`config.mk`:
```
export PLATFORM = sky130hd
export DESIGN_NAME = sys_arr_ctrl
export DESIGN_NICKNAME = d
export VERILOG_FILES = /design/src/rtl/sys_arr_pkg.sv /design/src/rtl/skew_addr_gen.sv /design/src/rtl/sys_arr_ctrl.sv
export SDC_FILE = /design/constraint.sdc
export NUM_CORES = 1
export LEC_CHECK = 0
export ABC_CLOCK_PERIOD_IN_PS = 11200
export CORE_ASPECT_RATIO = 0.6
export CORE_MARGIN = 4
export CORE_UTILIZATION = 40
export CTS_BUF_LIST = sky130_fd_sc_hd__clkbuf_8 sky130_fd_sc_hd__clkbuf_16
export CTS_CLUSTER_SIZE = 30
export DETAILED_ROUTE_END_ITERATION = 8
export PLACE_DENSITY_LB_ADDON = 0.2
export SETUP_SLACK_MARGIN = 0.4
export SLEW_MARGIN = 20
export SYNTH_ARGS = -nofsm -noshare
export SYNTH_HDL_FRONTEND = slang
export SYNTH_SLANG_ARGS = --single-unit
export TNS_END_PERCENT = 30
```
`constraint.sdc`:
```
create_clock -name clk -period 11.2 [get_ports clk]
set_input_delay 2.24 -clock clk [delete_from_list [all_inputs] [get_ports clk]]
set_output_delay 2.24 -clock clk [all_outputs]
set_load 0.02 [all_outputs]
```
`src/rtl/sys_arr_pkg.sv`:
```
// Shared types and default sizing for the systolic-array sequencer, PE grid and RAM mux.
package sys_arr_pkg;

    localparam int DEF_N        = 2;
    localparam int DEF_ADDR_W   = 8;
    localparam int DEF_RD_LAT   = 1;
    localparam int DEF_MULT_LAT = 1;

    localparam int DLY_DEPTH = DEF_RD_LAT + 2 * (DEF_N - 1) + DEF_MULT_LAT;

    typedef enum logic [2:0] {
        IDLE,
        CLEAR,
        FEED,
        DRAIN,
        DONE
    } arr_state_t;

    // Wave delay-line depth: RAM latency, worst-case skew to PE(N-1,N-1), multiply latency.
    function automatic int dly_depth(input int n, input int rd_lat, input int mult_lat);
        return rd_lat + 2 * (n - 1) + mult_lat;
    endfunction

endpackage

```
`src/rtl/skew_addr_gen.sv`:
```
// One RAM channel's skewed read window: channel CH reads while CH <= t < CH+k_len.
module skew_addr_gen
    import sys_arr_pkg::*;
#(
    parameter int ADDR_W = DEF_ADDR_W,
    parameter int T_W    = DEF_ADDR_W + 3,
    parameter int CH     = 0
) (
    input  logic              clk,
    input  logic              rst_n,
    input  logic              feed_i,
    input  logic [T_W-1:0]    t_i,
    input  logic [ADDR_W:0]   k_len_i,
    input  logic [ADDR_W-1:0] base_i,
    output logic              rden_o,
    output logic [ADDR_W-1:0] addr_o
);

    logic [T_W-1:0]    rel;
    logic              in_win;
    logic [ADDR_W-1:0] addr_d, addr_q;

    assign rel    = t_i - T_W'(CH);
    assign in_win = feed_i && (t_i >= T_W'(CH)) && (rel < T_W'(k_len_i));

    // Outside the window the port keeps presenting the last address issued.
    assign addr_d = in_win ? (base_i + rel[ADDR_W-1:0]) : addr_q;

    always_ff @(posedge clk or negedge rst_n) begin
        if (!rst_n) addr_q <= '0;
        else        addr_q <= addr_d;
    end

    assign rden_o = in_win;
    assign addr_o = addr_d;

endmodule

```
`src/rtl/sys_arr_ctrl.sv`:
```
// Matrix-multiply pass sequencer: skewed A/W RAM reads plus the per-PE enable/clear wave.
module sys_arr_ctrl
    import sys_arr_pkg::*;
#(
    parameter int N        = DEF_N,
    parameter int ADDR_W   = DEF_ADDR_W,
    parameter int RD_LAT   = DEF_RD_LAT,
    parameter int MULT_LAT = DEF_MULT_LAT
) (
    input  logic                         clk,
    input  logic                         rst_n,
    input  logic                         start_i,
    input  logic                         acc_mode_i,
    input  logic                         abort_i,
    input  logic [ADDR_W:0]              k_len_i,
    input  logic [ADDR_W-1:0]            a_base_i,
    input  logic [ADDR_W-1:0]            w_base_i,
    output logic [N-1:0][ADDR_W-1:0]     ram_a_addr_o,
    output logic [N-1:0]                 ram_a_rden_o,
    output logic [N-1:0][ADDR_W-1:0]     ram_w_addr_o,
    output logic [N-1:0]                 ram_w_rden_o,
    output logic                         arr_own_o,
    output logic [N-1:0][N-1:0]          en_mult_o,
    output logic [N-1:0][N-1:0]          clr_mult_o,
    output logic [N-1:0][N-1:0]          en_accum_o,
    output logic [N-1:0][N-1:0]          clr_accum_o,
    output logic                         busy_o,
    output logic                         done_o
);

    localparam int DLY = dly_depth(N, RD_LAT, MULT_LAT);
    localparam int T_W = ADDR_W + $clog2(N) + 2;

    arr_state_t        state_q, state_d;
    logic [ADDR_W:0]   k_q;
    logic [ADDR_W-1:0] a_base_q, w_base_q;
    logic [T_W-1:0]    t_q, t_last;
    logic [DLY-1:0]    dl_q, dl_d;
    logic              accept, kill, feed, wave;

    assign accept = (state_q == IDLE) && start_i && !abort_i;
    assign kill   = abort_i && (state_q != IDLE);
    assign feed   = (state_q == FEED);
    assign t_last = T_W'(k_q) + T_W'(N) - T_W'(2);
    assign wave   = feed && (t_q < T_W'(k_q));

    always_comb begin
        dl_d    = '0;
        dl_d[0] = wave;
        for (int b = 1; b < DLY; b++) dl_d[b] = dl_q[b-1];
    end

    always_ff @(posedge clk or negedge rst_n) begin
        if (!rst_n) state_q <= IDLE;
        else        state_q <= state_d;
    end

    always_comb begin
        state_d = state_q;
        unique case (state_q)
            IDLE: begin
                if (accept) begin
                    if (k_len_i == '0)   state_d = DONE;
                    else if (acc_mode_i) state_d = FEED;
                    else                 state_d = CLEAR;
                end
            end
            CLEAR:   state_d = FEED;
            FEED:    if (t_q == t_last) state_d = DRAIN;
            // Leave on the cycle the last in-flight enable shifts out.
            DRAIN:   if (dl_d == '0) state_d = DONE;
            DONE:    state_d = IDLE;
            default: state_d = IDLE;
        endcase
        if (kill) state_d = IDLE;
    end

    always_comb begin
        busy_o      = (state_q != IDLE);
        done_o      = (state_q == DONE);
        arr_own_o   = (state_q != IDLE);
        clr_mult_o  = (state_q == CLEAR) ? '1 : '0;
        clr_accum_o = (state_q == CLEAR) ? '1 : '0;
    end

    always_ff @(posedge clk or negedge rst_n) begin
        if (!rst_n) begin
            k_q      <= '0;
            a_base_q <= '0;
            w_base_q <= '0;
            t_q      <= '0;
            dl_q     <= '0;
        end else begin
            if (accept) begin
                k_q      <= k_len_i;
                a_base_q <= a_base_i;
                w_base_q <= w_base_i;
                t_q      <= '0;
            end else if (feed) begin
                t_q <= t_q + 1'b1;
            end
            dl_q <= kill ? '0 : dl_d;
        end
    end

    // PE(i,j) sees the wave after the RAM latency plus i+j skew hops.
    for (genvar i = 0; i < N; i++) begin : g_row
        for (genvar j = 0; j < N; j++) begin : g_col
            assign en_mult_o[i][j]  = dl_q[RD_LAT + i + j - 1];
            assign en_accum_o[i][j] = dl_q[RD_LAT + i + j + MULT_LAT - 1];
        end
    end

    for (genvar c = 0; c < N; c++) begin : g_ch
        skew_addr_gen #(.ADDR_W(ADDR_W), .T_W(T_W), .CH(c)) u_a (
            .clk     (clk),
            .rst_n   (rst_n),
            .feed_i  (feed),
            .t_i     (t_q),
            .k_len_i (k_q),
            .base_i  (a_base_q),
            .rden_o  (ram_a_rden_o[c]),
            .addr_o  (ram_a_addr_o[c])
        );
        skew_addr_gen #(.ADDR_W(ADDR_W), .T_W(T_W), .CH(c)) u_w (
            .clk     (clk),
            .rst_n   (rst_n),
            .feed_i  (feed),
            .t_i     (t_q),
            .k_len_i (k_q),
            .base_i  (w_base_q),
            .rden_o  (ram_w_rden_o[c]),
            .addr_o  (ram_w_addr_o[c])
        );
    end

endmodule

```
# Yosys cells after proc, flatten, opt, wreduce, memory -nomap -nowiden
# Cells that the tools add are included.
[op_classes] order_cmp=4 reduce_logical=15 n_eq_ne=8 mux=15 addsub=8
[op_table] operator="adder 8 bit" n=4
[op_table] operator="2-to-1 mux 8 bit" n=4
[op_table] operator="greater-or-equal comparator 11 x 1 -> 1 bit (second input constant)" n=2
[op_table] operator="< comparator 11 x 9 -> 1 bit" n=2
[op_table] operator="2-to-1 mux 11 bit" n=2
[op_table] operator="2-to-1 mux 3 bit" n=5
[op_table] operator="case mux 3 bit (4 select lines)" n=1
[op_table] operator="adder 11 x 1 -> 11 bit (second input constant)" n=1
[op_table] operator="equality test 11 bit" n=1
[op_table] operator="subtractor 10 x 2 -> 11 bit (second input constant)" n=1
[op_table] operator="subtractor 11 x 1 -> 11 bit (second input constant)" n=1
[op_table] operator="adder 9 x 2 -> 10 bit (second input constant)" n=1
[op_table] operator="zero test 9 bit" n=1
[op_table] operator="logical AND 1 bit" n=8
[op_table] operator="2-to-1 mux 4 bit" n=2
[op_table] operator="equality test 3 x 2 -> 1 bit (second input constant)" n=2
[op_table] operator="inequality test 3 bit (second input constant)" n=2
[op_table] operator="zero test 4 bit" n=1
[op_table] operator="equality test 3 x 1 -> 1 bit (second input constant)" n=1
[op_table] operator="equality test 3 bit (second input constant)" n=1
[op_table] operator="zero test 3 bit" n=1
[op_table] operator="inequality test 3 x 2 -> 1 bit (second input constant)" n=1
[op_table] operator="AND reduction 3 bit" n=1
[op_table] operator="nonzero test 3 bit" n=1
[op_table] operator="other kinds (3)" n=3
[word_totals] word_cells=60 inputBits=30 regBits=75 output_inout_bits=55

# Longest topological paths before layout
# Gate-level depths: netlist of the first run.
[logic_depth] word_depth=6 depth_mapped=15 ltp_nobuf=12

# Hierarchy
# Synthesis of the first run repeated with hierarchy kept, for this count alone.
[hier_totals] hier_cells=614 area_unflattened_um2=5738.0
[by_module_without_submodules] mod="sys_arr_ctrl" cells_each=240 instances=1 seq_area_each_um2=1076.0 area_each_um2=2174.6
[by_module_without_submodules] mod="skew_addr_gen at g_ch[1].u_a ..." cells_each=100 instances=2 seq_area_each_um2=200.2 area_each_um2=969.7
[by_module_without_submodules] mod="skew_addr_gen at g_ch[0].u_a ..." cells_each=87 instances=2 seq_area_each_um2=200.2 area_each_um2=812.0

# Least setup slack after synthesis of the first run
# Ideal clock, no wire load.
[synth_path] path_kind="reg-to-output" startpoint="register t_q[3]" endpoint="output port ram_a_addr_o[13] (netlist name)" path_stages_with_launch=12 path_slack_ps=5802 n_path_buf=3 arrival_time_ps=3158 required_ps=8960 cell_sequence="dfrtp_1 buf_2 or4_4 or4_2 xnor2_1 ha_1 a21oi_1 nand2_1 or3_1 buf_6 buf_12 mux2_4"
[synth_rtl] item="start, declared" line_no="sys_arr_ctrl.sv:37" source="logic [T_W-1:0] t_q, t_last;"
[synth_rtl] item="start signal, assigned" line_no="sys_arr_ctrl.sv:100" source="t_q <= t_q + 1'b1;"
[synth_rtl] item="end, declared" line_no="sys_arr_ctrl.sv:18" source="output logic [N-1:0][ADDR_W-1:0] ram_a_addr_o,"

==> results of run 1 <==
routing by layer:
layer	vias up	track usage	share of wire
met5	-	0	0
met4	0	0.0392	0.011
met3	15	0.0448	0.063
met2	100	0.260	0.41
met1	1788	0.275	0.52
li1	1855	-	-
worst min-delay path by stage:
stage / startpoint / end / slack (ns) / cells past startpoint
6_report: g_ch[1].u_a.addr_q[2]$_DFF_PN0_ / g_ch[1].u_a.addr_q[2]$_DFF_PN0_ / 0.49 / 1
5_1_grt: g_ch[1].u_w.addr_q[2]$_DFF_PN0_ / g_ch[1].u_w.addr_q[2]$_DFF_PN0_ / 0.50 / 1
4_1_cts: g_ch[1].u_a.addr_q[2]$_DFF_PN0_ / g_ch[1].u_a.addr_q[2]$_DFF_PN0_ / 0.50 / 1
3_5_place_dp: g_ch[1].u_w.addr_q[3]$_DFF_PN0_ / g_ch[1].u_w.addr_q[3]$_DFF_PN0_ / 0.48 / 1
3_3_place_gp: g_ch[0].u_w.addr_q[4]$_DFF_PN0_ / g_ch[0].u_w.addr_q[4]$_DFF_PN0_ / 0.48 / 1
2_1_floorplan: k_q[0]$_DFFE_PN0P_ / k_q[0]$_DFFE_PN0P_ / 0.48 / 2
where the power goes:
| part | internal, W | switching, W | leakage, nW |
|---|---|---|---|
| registers | 0.000390 | 0.000102 | 0.938 |
| logic | 0.000713 | 0.000790 | 1.77 |
| clock network | 0.000174 | 0.000105 | 0.145 |
cell usage after synthesis, types with 2 or more instances:
cell type   n
inv_1      30
nand3b_1    4
nor3_1      5
nand4_1     3
nor2b_1     4
o21bai_1    2
a31oi_1     6
or4b_2      2
mux2i_1     4
o21a_1      3
nor2_1     34
o2111ai_1   3
or3_1       7
buf_4      17
nand2b_1    3
nand2_1    77
a21boi_0    3
clkbuf_1   10
a21oi_1    19
xor2_1     13
nor3b_2     2
a21o_1      6
nor3b_1     2
xnor2_1    23
ha_1       48
and2_1      3
nor4_1      2
and3_1      3
o21ai_0    33
dfrtp_1    75
a211oi_1    6
or4_1       3
fa_1        4
nand3_1     3
mux2_2     19
mux2_4      9
state kept, by name, indices dropped and copies added, names as in the netlist:
register and count:
a_base_q 8, dl_q 4, g_ch.u_a.addr_q 16, g_ch.u_w.addr_q 16, k_q 9, state_q 3
t_q 11, w_base_q 8
through the flow:
| step | utilization | hold WS [ns] |
|---|---|---|
| after CTS | 0.500 | 0.497 |
| final | 0.500 | 0.494 |
| after detailed placement | 0.477 | 0.480 |
| after global routing | 0.500 | 0.504 |
| after floorplan | - | 0.476 |
| after global placement | 0.477 | 0.478 |
placed cells by master, fill, tap and decap left out, types with 3 or more instances in the layout:
| cell | n |
|---|---|
| fa_1 | 4 |
| xor2_1 | 13 |
| o21ai_0 | 33 |
| ha_1 | 48 |
| nand3b_1 | 4 |
| clkdlybuf4s50_1 | 83 |
| a21boi_0 | 3 |
| mux2i_1 | 4 |
| nand3_1 | 3 |
| a21o_1 | 6 |
| xnor2_1 | 23 |
| nand2b_1 | 3 |
| nor2_1 | 34 |
| dfrtp_1 | 75 |
| a21oi_1 | 19 |
| o21a_1 | 3 |
| or3_1 | 7 |
| clkbuf_16 | 9 |
| a211oi_1 | 6 |
| o2111ai_1 | 3 |
| and3_1 | 3 |
| nand4_1 | 3 |
| mux2_4 | 9 |
| and2_1 | 3 |
| nor3_1 | 5 |
| inv_1 | 31 |
| or4_1 | 3 |
| nor2b_1 | 4 |
| nand2_1 | 77 |
| a31oi_1 | 6 |
| mux2_2 | 19 |
cells by family after synthesis:
kind of cell    Yosys count  share of synthesized area
fa+ha+maj                52                      0.138
mux                      32                     0.0789
buf+inv                  62                     0.0730
flops                    75                      0.380
compound gates           87                      0.106
xor+xnor                 36                     0.0639
simple gates            163                      0.160
final cells by class:
cell class                 count  area (um2)  area share
multi-input combinational    370        2700       0.448
sequential                    75        1880       0.311
timing repair buffer          86         851       0.141
clock buffer                  10         239      0.0396
tap                          165         206      0.0342
inverter                      30         113      0.0187
clock inverter                 4        43.8     0.00726
worst max-delay path: stages (launching register included):
cell and delay, ns:
dfrtp_1 0.49, inv_1 0.21, ha_1 0.30, inv_1 0.08, or4_2 0.62, xnor2_1 0.15
ha_1 0.30, o2111ai_1 0.10, a31oi_1 0.15, or3_1 0.75, mux2_2 0.44, clkdlybuf4s50_1 0.54
==> metrics.md, run 1 <==
| Metric | Value |
|---|---|
| Run status | complete, no violations |
| Startpoint types | flip-flop |
| Slew Limit Fails | 0 |
| Reg2reg end | g_ch[1].u_w.addr_q[7]$_DFF_PN0_ |
| Wire length per cell | 16.6 um |
| Setup bufs post-CTS | 0 |
| Maxcap violations | 0 |
| Die area | 14,200 um2 |
| Clock transition at path regs | 0.06 ns |
| Die width | 151 um |
| DRC errors left | 0 |
| P_leak | 2.85 nW |
| DR vias/cell | 5.08 |
| Setup TNS Final | 0 ns |
| Non-filler cells, final | 740 |
| Mapped Area | 4930 um2 |
| Htree depth | 3 |
| Worst setup EP type | output pin |
| Cell Rows | 31 |
| Yosys warns | 0 |
| Placed Area | 5750 um2 |
| Clock root cell | clkbuf_16 |
| Area growth syn-to-layout | 22.3% |
| Num CTS Buffers | 9 |
| Top post-synthesis cells by area | dfrtp_1, ha_1, nand2_1 |
| Post-synth top flop | dfrtp_1 |
| Worst setup endpoint | ram_w_addr_o[15] |
| Drt pass-1 iters | 4 |
| # hold bufs at CTS | 0 |
| Final HPWL DP | 9.61 mm |
| WS Path Type | flip-flop to output pin |
| Initial antenna violation count | 0 |
| Total grt overflow | 0 |
| Final Net Count | 654 |
| R2r setup slk | 7.48 ns |
| RD Place Congestion | 0.896 |
| Antenna cells | 0 |
| Synth Instances | 507 |
| Final Setup Violations | 0 |
| Clk sink count | 75 |
| Clk_lat worst skew | 0.33 ns |
| Tot GR Track Use | 0.182 |
| Avg Inst Size Synth | 9.73 um2 |
| Final hold violations | 0 |
| TritonCTS clock tree | yes |
| Synth area leader | dfrtp_1 |
| Seq/Total Area, Yosys | 0.380 |
| Synth Register Bits | 75 |
| Final Instance Area | 6030 um2 |
| Final period utilization | 0.599 |
| Initial DRC count | 278 |
| First-pass GRT wire length | 19.9 mm |
| Worst Path Max Fanout | 17 |
| Mapped Nets | 589 |
| Slew HR | 0.279 |
| Filler cells | 1,109 |
| Routed WL | 12.3 mm |
| Worst Tran Pin Value | 1.08 ns |
| Core area | 12,100 um2 |
| CP required | 8.96 ns |
| WP data arrival | 4.47 ns |
| Inst Count DP | 726 |
| Initial core utilization | 0.409 |
| Pre-CTS setup slack | 4.86 ns |
| # resized after CTS | 0 |
| FF-to-FF Start | t_q[1]$_DFFE_PN0P_ |
| Top cell type's share of synthesized area | 0.380 |
| Async SR Flop Fraction | 1.00 |
| Maximum vdd ir drop | 161 uV |
| Unrepaired setup endpoints after global routing | no |
| Fmax | 149 MHz |
| CTS max path bufs | 2 |
| Register-to-Register Path Depth | 10 |
| Largest net degree at the start of global routing | 47 |
| ANT nets after route | 0 |
| Die height | 94.0 um |
| Total power | 0.00227 W |
| Hold WC Path Type | flip-flop to flip-flop |
| Crit path launch | t_q[1]$_DFFE_PN0P_ |
| Post-synth EDFFs | 0 |
| Layout cell share with drive strength beyond 1 | 0.0939 |
| Clock skew | 0.00673 ns |
| Port Buffers | 84 |
| # IOs | 85 |
| Power Dens Cells | 377 nW/um2 |
| Via count of the first global-routing pass | 3,787 |
| Synth unique cells | 53 |
| Total number of vias | 3,758 |
| PnR worst setup slack | 4.49 ns |
| Crit path time final | 6.71 ns |
Power figures use the tool's default switching activity.
==> run 2, diff against run 1 <==
--- a/config.mk
+++ b/config.mk
@@ -5,7 +5,7 @@
 export SDC_FILE = /design/constraint.sdc
 export NUM_CORES = 1
 export LEC_CHECK = 0
-export ABC_CLOCK_PERIOD_IN_PS = 11200
+export ABC_CLOCK_PERIOD_IN_PS = 5500
 export CORE_ASPECT_RATIO = 0.6
 export CORE_MARGIN = 4
 export CORE_UTILIZATION = 40
==> constraint.sdc (replaced) <==
create_clock -name clk -period 5.5 [get_ports clk]
set_input_delay 1.1 -clock clk [delete_from_list [all_inputs] [get_ports clk]]
set_output_delay 1.1 -clock clk [all_outputs]
set_load 0.02 [all_outputs]
==> metrics.md, run 2 (synthesis results as in run 1) <==
| Metric | Value |
|---|---|
| Startpoint types | flip-flop |
| Reg2reg end | g_ch[1].u_w.addr_q[4]$_DFF_PN0_ |
| Clk_lat worst skew | 0.34 ns (about the same) |
| Inst Count DP | 728 (+0.28%) |
| Final hold violations | 0 (unchanged) |
| Clock transition at path regs | 0.05 ns (about the same) |
| Port Buffers | 84 (unchanged) |
| Maximum vdd ir drop | 374 uV (+130%) |
| # IOs | 85 (unchanged) |
| Maxcap violations | 0 (unchanged) |
| Slew HR | 0.494 (+0.214) |
| Die width | 151 um (unchanged) |
| Power Dens Cells | 766 nW/um2 (+100%) |
| Unrepaired setup endpoints after global routing | yes |
| # hold bufs at CTS | 0 (unchanged) |
| Setup TNS Final | 0 ns (unchanged) |
| Die height | 94.0 um (unchanged) |
| Run status | complete, no violations |
| Htree depth | 3 (unchanged) |
| PnR worst setup slack | 0.368 ns (-4.12 ns) |
| Num CTS Buffers | 9 (unchanged) |
| DRC errors left | 0 (unchanged) |
| Total number of vias | 3,709 (-1.3%) |
| Total grt overflow | 0 (unchanged) |
| Clock root cell | clkbuf_16 |
| Pre-CTS setup slack | 0.653 ns (-4.21 ns) |
| Drt pass-1 iters | 4 (unchanged) |
| Crit path time final | 5.13 ns |
| Fmax | 195 MHz |
| Largest regs | g_ch.u_a.addr_q: 16 flops, g_ch.u_w.addr_q: 16 flops, t_q: 11 flops |
| Final period utilization | 0.933 |
| Final Instance Area | 6090 um2 (+1.0%) |
| Hold WC Path Type | flip-flop to flip-flop |
| RD Place Congestion | 0.882 (-1.5%) |
| Placed Area | 5760 um2 (+0.26%) |
| R2r setup slk | 2.22 ns (-5.26 ns) |
| Commonest non-fill, non-tap cell in the layout | nand2_1 |
| Via count of the first global-routing pass | 3,805 (+0.48%) |
| Antenna cells | 0 (unchanged) |
| Worst Path Max Fanout | 17 (unchanged) |
| Worst Tran Pin Value | 0.759 ns (-0.318 ns) |
| Clk sink count | 75 (unchanged) |
| Hold path startpoint | g_ch[0].u_w.addr_q[2]$_DFF_PN0_ |
| Hold Path End | g_ch[0].u_w.addr_q[2]$_DFF_PN0_ |
| Clock skew | 0.00609 ns (-0.000636 ns) |
| Core area | 12,100 um2 (unchanged) |
| Largest net degree at the start of global routing | 47 (unchanged) |
| WS Path Type | flip-flop to output pin |
| Non-filler cells, final | 743 (+0.41%) |
| Register-to-Register Path Depth | 9 (-1) |
| ANT nets after route | 0 (unchanged) |
| CTS max path bufs | 2 (unchanged) |
| P_leak | 2.92 nW (+2.5%) |
| Final hold slack | 0.491 ns (-0.00253 ns) |
| FF-to-FF Start | t_q[3]$_DFFE_PN0P_ |
| Initial DRC count | 220 (-21%) |
| Routed WL | 12.3 mm (about the same) |
| Worst setup EP type | output pin |
| Final HPWL DP | 9.62 mm (about the same) |
| Slew Limit Fails | 0 (unchanged) |
| Final Setup Violations | 0 (unchanged) |
| Layout cell share with drive strength beyond 1 | 0.107 (+0.0134) |
| Initial antenna violation count | 0 (unchanged) |
| DR vias/cell | 4.99 (-1.7%) |
| Wire length per cell | 16.6 um (-0.34%) |
| Initial core utilization | 0.409 (unchanged) |
| CP required | 4.40 ns (-4.56 ns) |
| Worst Hold Depth | 1 (unchanged) |
| Final Net Count | 656 (+0.31%) |
| Most frequent cells in the layout | nand2_1, clkdlybuf4s50_1, dfrtp_1 |
| Area growth syn-to-layout | 23.5% |
| Tot GR Track Use | 0.185 (+0.00373) |
| Setup bufs post-CTS | 0 (unchanged) |
| First-pass GRT wire length | 20.2 mm (+1.2%) |
| WP data arrival | 4.03 ns (-0.44 ns) |
| TritonCTS clock tree | yes |
| Cell Rows | 31 (unchanged) |
| Die area | 14,200 um2 (unchanged) |
run 2: how the worst max path moves through the flow:
stage                             startpoint                to  slack (ns)
after global routing      t_q[5]$_DFFE_PN0P_   ram_a_addr_o[8]        0.14
after detailed placement  t_q[1]$_DFFE_PN0P_  ram_w_addr_o[12]        0.65
after global placement    t_q[5]$_DFFE_PN0P_  ram_a_addr_o[14]        0.73
after CTS                 t_q[5]$_DFFE_PN0P_  ram_w_addr_o[14]        0.36
after floorplan           t_q[3]$_DFFE_PN0P_  ram_a_addr_o[13]        1.24
final                     t_q[3]$_DFFE_PN0P_  ram_w_addr_o[14]        0.37
run 2: where the power goes:
group	leakage (nW)	total, W	internal [W]	switching [W]
Sequential	0.935	0.00100	0.000795	0.000209
Clock	0.154	0.000631	0.000405	0.000226
Combinational	1.83	0.00303	0.00143	0.00160
Total	2.92	0.00467	0.00263	0.00204
run 2: cell type report:
| class | instances | area [um2] |
|---|---|---|
| fillers | 1106 | 5970 |
| multi-input cells | 370 | 2710 |
| flip-flops and latches | 75 | 1880 |
| repair buffers | 88 | 873 |
| clock buffers | 10 | 239 |
| well taps | 165 | 206 |
| inverters | 30 | 113 |
| clock inverters | 5 | 77.6 |
run 2: repair_timing:
action,in CTS,in global routing
endpoints found under the hold margin,0,0
endpoints found under the setup margin,16,18
pin swaps,0,0
resized for setup,8,5
run 2: metrics by stage:
step	power, W	util
final	0.00467	0.505
after global routing	0.00505	0.505
after CTS	0.00472	0.504
after detailed placement	0.00408	0.478
after global placement	0.00403	0.478
after floorplan	0.00308	-
run 2: routing by layer:
metal	up-vias	GRT usage	part of all wire	wire, um
li1	1864	-	-	-
met1	1747	0.274	0.51	6320
met5	-	0	0	0
met2	89	0.274	0.41	4990
met4	0	0.0430	0.0091	112
met3	9	0.0439	0.072	890
run 2: critical path: stages (launching register included):
cell	delay, ns
dfrtp_1	0.50
or4_4	0.57
or4_2	0.57
xnor2_1	0.15
ha_1	0.30
a21oi_1	0.13
nand2_1	0.06
or3_1	0.32
buf_4	0.23
mux2_4	0.33
clkdlybuf4s50_1	0.54
